<file path="src/rtl/des128_round_ctrl.sv">
`timescale 1ns/1ps
// des128_round_ctrl
// Round sequencer for the 128-bit expanded DES core. A 128-bit block is split into 64-bit
// L/R halves. R is driven to an external round-function datapath together with a subkey
// index. The F result is folded back into the Feistel state for ROUNDS rounds, and the
// result is returned over a valid/ready handshake.
//
// Ports:
//   CLK        system clock; all state changes on the rising edge
//   RST        synchronous, active-high reset
//   IN_VALID   DATA_IN/MODE valid
//   IN_READY   controller can accept a block (combinational: state == IDLE)
//   DATA_IN    input block, [127:64] = L0, [63:0] = R0
//   MODE       0 = encrypt, 1 = decrypt; sampled on the input handshake
//   F_R        current right half, to the round function
//   KEY_IDX    subkey index for the current round
//   F_EN       one-cycle launch strobe for the round function
//   F_OUT      f(R, K) result from the round function
//   OUT_VALID  DATA_OUT valid
//   OUT_READY  consumer accepts DATA_OUT
//   DATA_OUT   result {R_final, L_final}; no swap after the last round
//   BUSY       high in RUN or OUT
//   ROUND      current round number, 0-based

module des128_round_ctrl #(
  parameter int unsigned ROUNDS = 16,
  parameter int unsigned F_LAT  = 0
) (
  input  logic         CLK,
  input  logic         RST,
  input  logic         IN_VALID,
  output logic         IN_READY,
  input  logic [127:0] DATA_IN,
  input  logic         MODE,
  output logic [63:0]  F_R,
  output logic [3:0]   KEY_IDX,
  output logic         F_EN,
  input  logic [63:0]  F_OUT,
  output logic         OUT_VALID,
  input  logic         OUT_READY,
  output logic [127:0] DATA_OUT,
  output logic         BUSY,
  output logic [3:0]   ROUND
);

  // The round index and key index are 4 bits wide, and the latency counter is 3 bits wide.
  if (ROUNDS < 2 || ROUNDS > 16) begin : g_bad_rounds
    $error("des128_round_ctrl: ROUNDS must be in 2..16");
  end
  if (F_LAT > 7) begin : g_bad_lat
    $error("des128_round_ctrl: F_LAT must be in 0..7");
  end

  typedef enum logic [1:0] {
    StIdle,
    StRun,
    StOut
  } state_e;

  localparam logic [3:0] LastRound = 4'(ROUNDS - 1);
  localparam logic [2:0] LastCyc   = 3'(F_LAT);

  state_e        r_state;
  logic [63:0]   r_l;
  logic [63:0]   r_r;
  logic          r_mode;
  logic [3:0]    r_round;
  logic [2:0]    r_lat_cnt;
  logic [3:0]    r_key_idx;
  logic          r_f_en;
  logic          r_out_valid;
  logic [127:0]  r_data_out;
  logic          r_busy;

  logic          w_last_cyc;
  logic          w_last_round;
  logic [63:0]   w_new_r;
  logic [3:0]    w_next_round;
  logic [3:0]    w_next_key;
  logic [3:0]    w_first_key;

  always_comb begin
    w_last_cyc   = (r_lat_cnt == LastCyc);
    w_last_round = (r_round == LastRound);
    w_new_r      = r_l ^ F_OUT;
    w_next_round = r_round + 4'd1;
    // Decrypt walks the subkeys in reverse order.
    w_next_key   = r_mode ? (LastRound - w_next_round) : w_next_round;
    w_first_key  = MODE ? LastRound : 4'd0;
  end

  always_ff @(posedge CLK) begin
    if (RST) begin
      r_state     <= StIdle;
      r_l         <= '0;
      r_r         <= '0;
      r_mode      <= 1'b0;
      r_round     <= '0;
      r_lat_cnt   <= '0;
      r_key_idx   <= '0;
      r_f_en      <= 1'b0;
      r_out_valid <= 1'b0;
      r_data_out  <= '0;
      r_busy      <= 1'b0;
    end else begin
      unique case (r_state)
        StIdle: begin
          // IN_READY is high throughout IDLE, so IN_VALID alone completes the handshake.
          if (IN_VALID) begin
            r_l       <= DATA_IN[127:64];
            r_r       <= DATA_IN[63:0];
            r_mode    <= MODE;
            r_round   <= '0;
            r_lat_cnt <= '0;
            // Key and strobe must already be valid in the first RUN cycle.
            r_key_idx <= w_first_key;
            r_f_en    <= 1'b1;
            r_busy    <= 1'b1;
            r_state   <= StRun;
          end
        end
        StRun: begin
          if (w_last_cyc) begin
            r_l       <= r_r;
            r_r       <= w_new_r;
            r_lat_cnt <= '0;
            if (w_last_round) begin
              // The output swaps the halves back: {L ^ F, R} is {R_final, L_final}.
              r_data_out  <= {w_new_r, r_r};
              r_out_valid <= 1'b1;
              r_f_en      <= 1'b0;
              r_round     <= '0;
              r_state     <= StOut;
            end else begin
              r_round   <= w_next_round;
              r_key_idx <= w_next_key;
              r_f_en    <= 1'b1;
            end
          end else begin
            r_lat_cnt <= r_lat_cnt + 3'd1;
            r_f_en    <= 1'b0;
          end
        end
        StOut: begin
          if (OUT_READY) begin
            r_out_valid <= 1'b0;
            r_busy      <= 1'b0;
            r_state     <= StIdle;
          end
        end
        default: r_state <= StIdle;
      endcase
    end
  end

  always_comb begin
    IN_READY  = (r_state == StIdle);
    F_R       = r_r;
    KEY_IDX   = r_key_idx;
    F_EN      = r_f_en;
    OUT_VALID = r_out_valid;
    DATA_OUT  = r_data_out;
    BUSY      = r_busy;
    ROUND     = r_round;
  end

endmodule

</file>
<file path="config.mk">
export PLATFORM = sky130hd
export DESIGN_NAME = des128_round_ctrl
export DESIGN_NICKNAME = d
export VERILOG_FILES = /design/src/rtl/des128_round_ctrl.sv
export SDC_FILE = /design/constraint.sdc
export NUM_CORES = 1
export LEC_CHECK = 0
export CAP_MARGIN = 20
export CORE_MARGIN = 5
export CORE_UTILIZATION = 40
export DETAILED_ROUTE_END_ITERATION = 10
export HOLD_SLACK_MARGIN = 0.1
export PLACE_DENSITY = 0.74
export SLEW_MARGIN = 20
export SYNTH_ARGS = -nofsm -noshare
export SYNTH_HDL_FRONTEND = slang
export SYNTH_SLANG_ARGS = --single-unit
export TNS_END_PERCENT = 50
</file>
<file path="constraint.sdc">
create_clock -name CLK -period 4.25 [get_ports CLK]
set_clock_uncertainty 0.15 [all_clocks]
set_input_delay 1.0625 -clock CLK [delete_from_list [all_inputs] [get_ports CLK]]
set_output_delay 1.0625 -clock CLK [all_outputs]
set_load 0.005 [all_outputs]
</file>
Yosys cells after proc, flatten, opt, wreduce, memory -nomap -nowiden

Index checks and enable logic that the tools add are counted.

Flip-flop bits (word level): 273
Word-level logic and storage cells: 69

Add/subtract/negate cells: 3
Equal/unequal tests: 8
Mux-type cells: 33
Bitwise operators: 1
Reduce and logical (&&, ||, !) cells: 13

Operators by type and width:

| operator                                      | count |
|---|---|
| two-way mux 64 bit                            | 4 |
| case mux 64 bit (2 select lines)              | 2 |
| XOR 64 bit                                    | 1 |
| two-way mux 4 bit                             | 8 |
| case mux 4 bit (2 select lines)               | 2 |
| AND reduction 4 bit                           | 3 |
| inequality test 2 bit, second input constant  | 5 |
| AND reduction 3 bit                           | 3 |
| two-way mux 2 bit                             | 4 |
| two-way mux 1 bit                             | 6 |
| two-way mux 3 bit                             | 2 |
| case mux 1 bit (2 select lines)               | 3 |
| case mux 2 bit (3 select lines)               | 1 |
| case mux 3 bit (2 select lines)               | 1 |
| nonzero test 2 bit                            | 3 |
| adder 4 x 1 -> 4 bit, second input constant   | 1 |
| == test 4 bit, second input constant          | 1 |
| AND reduction 2 bit                           | 2 |
| subtractor 4 bit, first input constant        | 1 |
| adder 3 x 1 -> 3 bit, second input constant   | 1 |
| logical NOT 3 bit                             | 1 |
| == test 2 x 1 -> 1 bit, second input constant | 1 |
| == test 2 bit, second input constant          | 1 |
| logical NOT 2 bit                             | 1 |

Logic depth before layout (Yosys ltp)

Depth in word-level cells: 6
Depth in mapped cells: 8
Mapped depth without buffers: 6

Least setup slack after synthesis

No wires, ideal clock.

Path type: input -> register
Start: input IN_VALID
End: register r_l[62]
Data arrival time: 2.067 ns
Setup slack: 1.945 ns
Stages on the path: 6
Path through: or3b_4 > nand2_2 > buf_6 > buf_4 > nor2_1 > a311oi_2

Cells in the longest elaborated chain, start to end: 2

Ends and longest elaborated chain:

| element                                | RTL line | RTL |
|---|---|---|
| start: declaration                     | 31       | `input logic IN_VALID,` |
| inequality test 2 bit (no source line) | --       |  |
| AND reduction 3 bit (no source line)   | --       |  |
| end signal: assignment                 | 110      | `r_l <= DATA_IN[127:64];` |
| end signal: assignment                 | 124      | `r_l <= r_r;` |
| end: declaration                       | 64       | `logic [63:0] r_l;` |

Every way passes these cells.
A chain may end at the register's enable or synchronous reset.

Final worst setup path

Start: register r_state[0]
End: output IN_READY

Cells in the longest elaborated chain, start to end: 1

Ends and longest elaborated chain:

| element                  | RTL line | RTL |
|---|---|---|
| start: declaration       | 63       | `state_e r_state;` |
| start signal: assignment | 94       | `r_state <= StIdle;` |
| start signal: assignment | 119      | `r_state <= StRun;` |
| start signal: assignment | 133      | `r_state <= StOut;` |
| logical NOT 2 bit        | 157      | `IN_READY = (r_state == StIdle);` |
| end: declaration         | 32       | `output logic IN_READY,` |

Every way passes these cells.

==> impl_metrics.toml <==
[sta]
finalSetupViolCount = 0
max_freq_ghz = 0.318
slew_violations = 0
grt_setup_unrepaired = "no"
tns_ns = 0
tightest_slew_ns = 1.10
slew_headroom = 0.269
min_period_ns = 3.14
timing.final.crit_share = 0.739
final_hold_viol_count = 0
worst_slack_ns = 1.11

[placed_design]
hpwl_um = 27000
place_ws_ns = 0.766
io_buffers = 400
place.gp.congestion = 0.882
place_inst = 2050

[clocking]
clk_transition_reported_paths_ns = 0.06
clock_path_buffers = 3
cts_tree = "yes"
clockRootBuffer = "clkbuf_16"
cts_resized = 0
numCtsBuffers = 30
postCtsSetupBuffers = 0
clock_latency_ns = 0.55
tritoncts_num_sinks = 273
htree_levels = 1
cts_hold_buf = 0

[critical_path]
rr_worst_depth = 7
slowest_delay_ns = 0.59
end_kind = "primary output"
crit_family = "buffers and inverters"
worst-path-stages = 2
required_ns = 3.04
cp_slowest_cell = "clkdlybuf4s50_1"
crit_path_max_fanout = 10
worstSetupStartpointType = "flip-flop"
crit_chain = "nor2_1 -> clkdlybuf4s50_1"
critPathBufInv = 1
cp.arrival_ns = 1.93
crit_type = "flip-flop to primary output"

[final_layout]
regArea_sq_um = 5470
final_core_utilization = 0.591
multi_input_comb_area_sq_um = 5200
final_common_cell = "clkdlybuf4s50_1"
nets = 1904
final_cell_count_no_fill = 2106
layout_common_cells = "clkdlybuf4s50_1, nand2_1, dfxtp_1, nor2_1, a21oi_1"
layout-drive-gt1-share = 0.0463
area_growth_pct = 46.0
fillers = 2512

[power_and_ir_drop]
intPower_w = 0.00465
p_sw_frac = 0.257
p_seq_frac = 0.449
power_w = 0.00626
p_comb_frac = 0.145
max-vdd-ir-drop_mv = 0.239
p_leak_nw = 5.53
power_density_nw_per_um2 = 382
clock_power_share = 0.406
power.switching_w = 0.00161

[floorplan]
fp-row-count = 61
boundaryPins = 401
dieArea_sq_um = 31500
coreArea_sq_um = 27700
fp.dieH_um = 177
die_width_um = 177
initial_utilization = 0.405

[grt]
grt_pass1_vias = 10500
grtUsageTotal = 0.229
grt_pass1_wl_um = 58500
grt-ovfl-total = 0
grt_start_max_net_pins = 119
antenna_found_initial = 5

[synthesis]
syn-cell-area_sq_um = 11200
avgSynthCellArea_sq_um = 8.18
yosys_warnings = 0
synth.distinct_cells = 35
ys_ff_latch = 273
synth_top_area_frac = 0.487
synthTopCellsByArea = "dfxtp_1, nand2_1, a21oi_1"
post-synth-top-area-cell = "dfxtp_1"
synth_nets = 1572
synth_seq_area_share = 0.487
synthCells = 1372

[route]
drtPass1Iterations = 5
vias = 11000
routed_wl_um = 38400
drc = 0
drtAntennaViolNets = 0
first_iter_violations = 756
viasPerCell = 5.21
avgRoutedWirePerCell_um = 18.2

[outcome]
status = "finished, final reports clean"

[min_path]
hold_path.class = "flip-flop to flip-flop"
whs_path_depth = 2

[flow_run]
max_cap_violations = 0
cells in the mapped netlist (all sizes together):
cell       n
nand2    389
dfxtp    273
nor2b      4
xnor2     69
xor2       1
ha         3
o21ai      6
and4bb     1
a211oi    68
a311oi    66
and3       1
inv        4
a32oi      1
nand4bb    1
nor2     143
nor3       3
o21bai     1
clkbuf    52
and4       1
nand2b     2
or3b       1
nand3b     1
and2       1
a21oi    142
nand3      6
a22oi      1
o211ai    64
buf       67
layer usage:
metal	part of all wire	vias to the layer above	track usage
met2	0.46	419	0.366
met4	0.044	6	0.0925
li1	-	5367	-
met5	0.00086	-	0
met1	0.41	5098	0.298
met3	0.078	91	0.0522
power by group through the flow:
stage | registers (W) | clock network [W] | logic [W]
after floorplan | 0.00284 | 0 | 0.000471
after global placement | 0.00286 | 0 | 0.000885
after detailed placement | 0.00286 | 0 | 0.000903
after CTS | 0.00281 | 0.00259 | 0.000910
after global routing | 0.00283 | 0.00271 | 0.000986
final | 0.00281 | 0.00254 | 0.000905
layout make-up:
cell class | count | area share
antenna | 2 | 0.000306
clock buffer | 44 | 0.0559
clock inverter | 10 | 0.00390
inverter | 4 | 0.000917
multi-input combinational | 976 | 0.317
sequential | 273 | 0.334
tap | 378 | 0.0289
timing repair buffer | 419 | 0.259
cells by family after synthesis:
kind of cell,share of synthesized area
adder cells (fa/ha/maj),0.00335
flip-flops,0.487
buffers and inverters,0.0529
XOR/XNOR,0.0547
AO/OA/AOI/OAI,0.209
AND/OR/NAND/NOR,0.193
worst min-delay path: cells and delay by family (launching register included):
family             cells  cell delay (ns)
AOI/OAI and AO/OA      1             0.05
DFF                    1             0.30
and+or+nand+nor        1             0.05
final timing paths:
kind / start / to / slack (ns)
setup / recovery: r_state[0] / IN_READY / 1.11
hold / removal: DATA_OUT[44] / DATA_OUT[44] / 0.30
setup reg to reg: r_lat_cnt[0] / DATA_OUT[70] / 1.77
hold reg to reg: DATA_OUT[44] / DATA_OUT[44] / 0.30
flip-flops by register name, indices dropped and copies added (netlist names), 2 cells and up:
name       cells
ROUND          4
r_state        2
r_lat_cnt      3
r_l           64
DATA_OUT     128
KEY_IDX        4
F_R           64
stage by stage:
stage / area (sq um) / hold slack (ns)
global route: 16400 / 0.323
detailed placement: 15400 / 0.296
finish: 16400 / 0.303
CTS: 16400 / 0.304
floorplan: 11200 / 0.299
global placement: 15400 / 0.292
(Power assumes the default switching activity.)
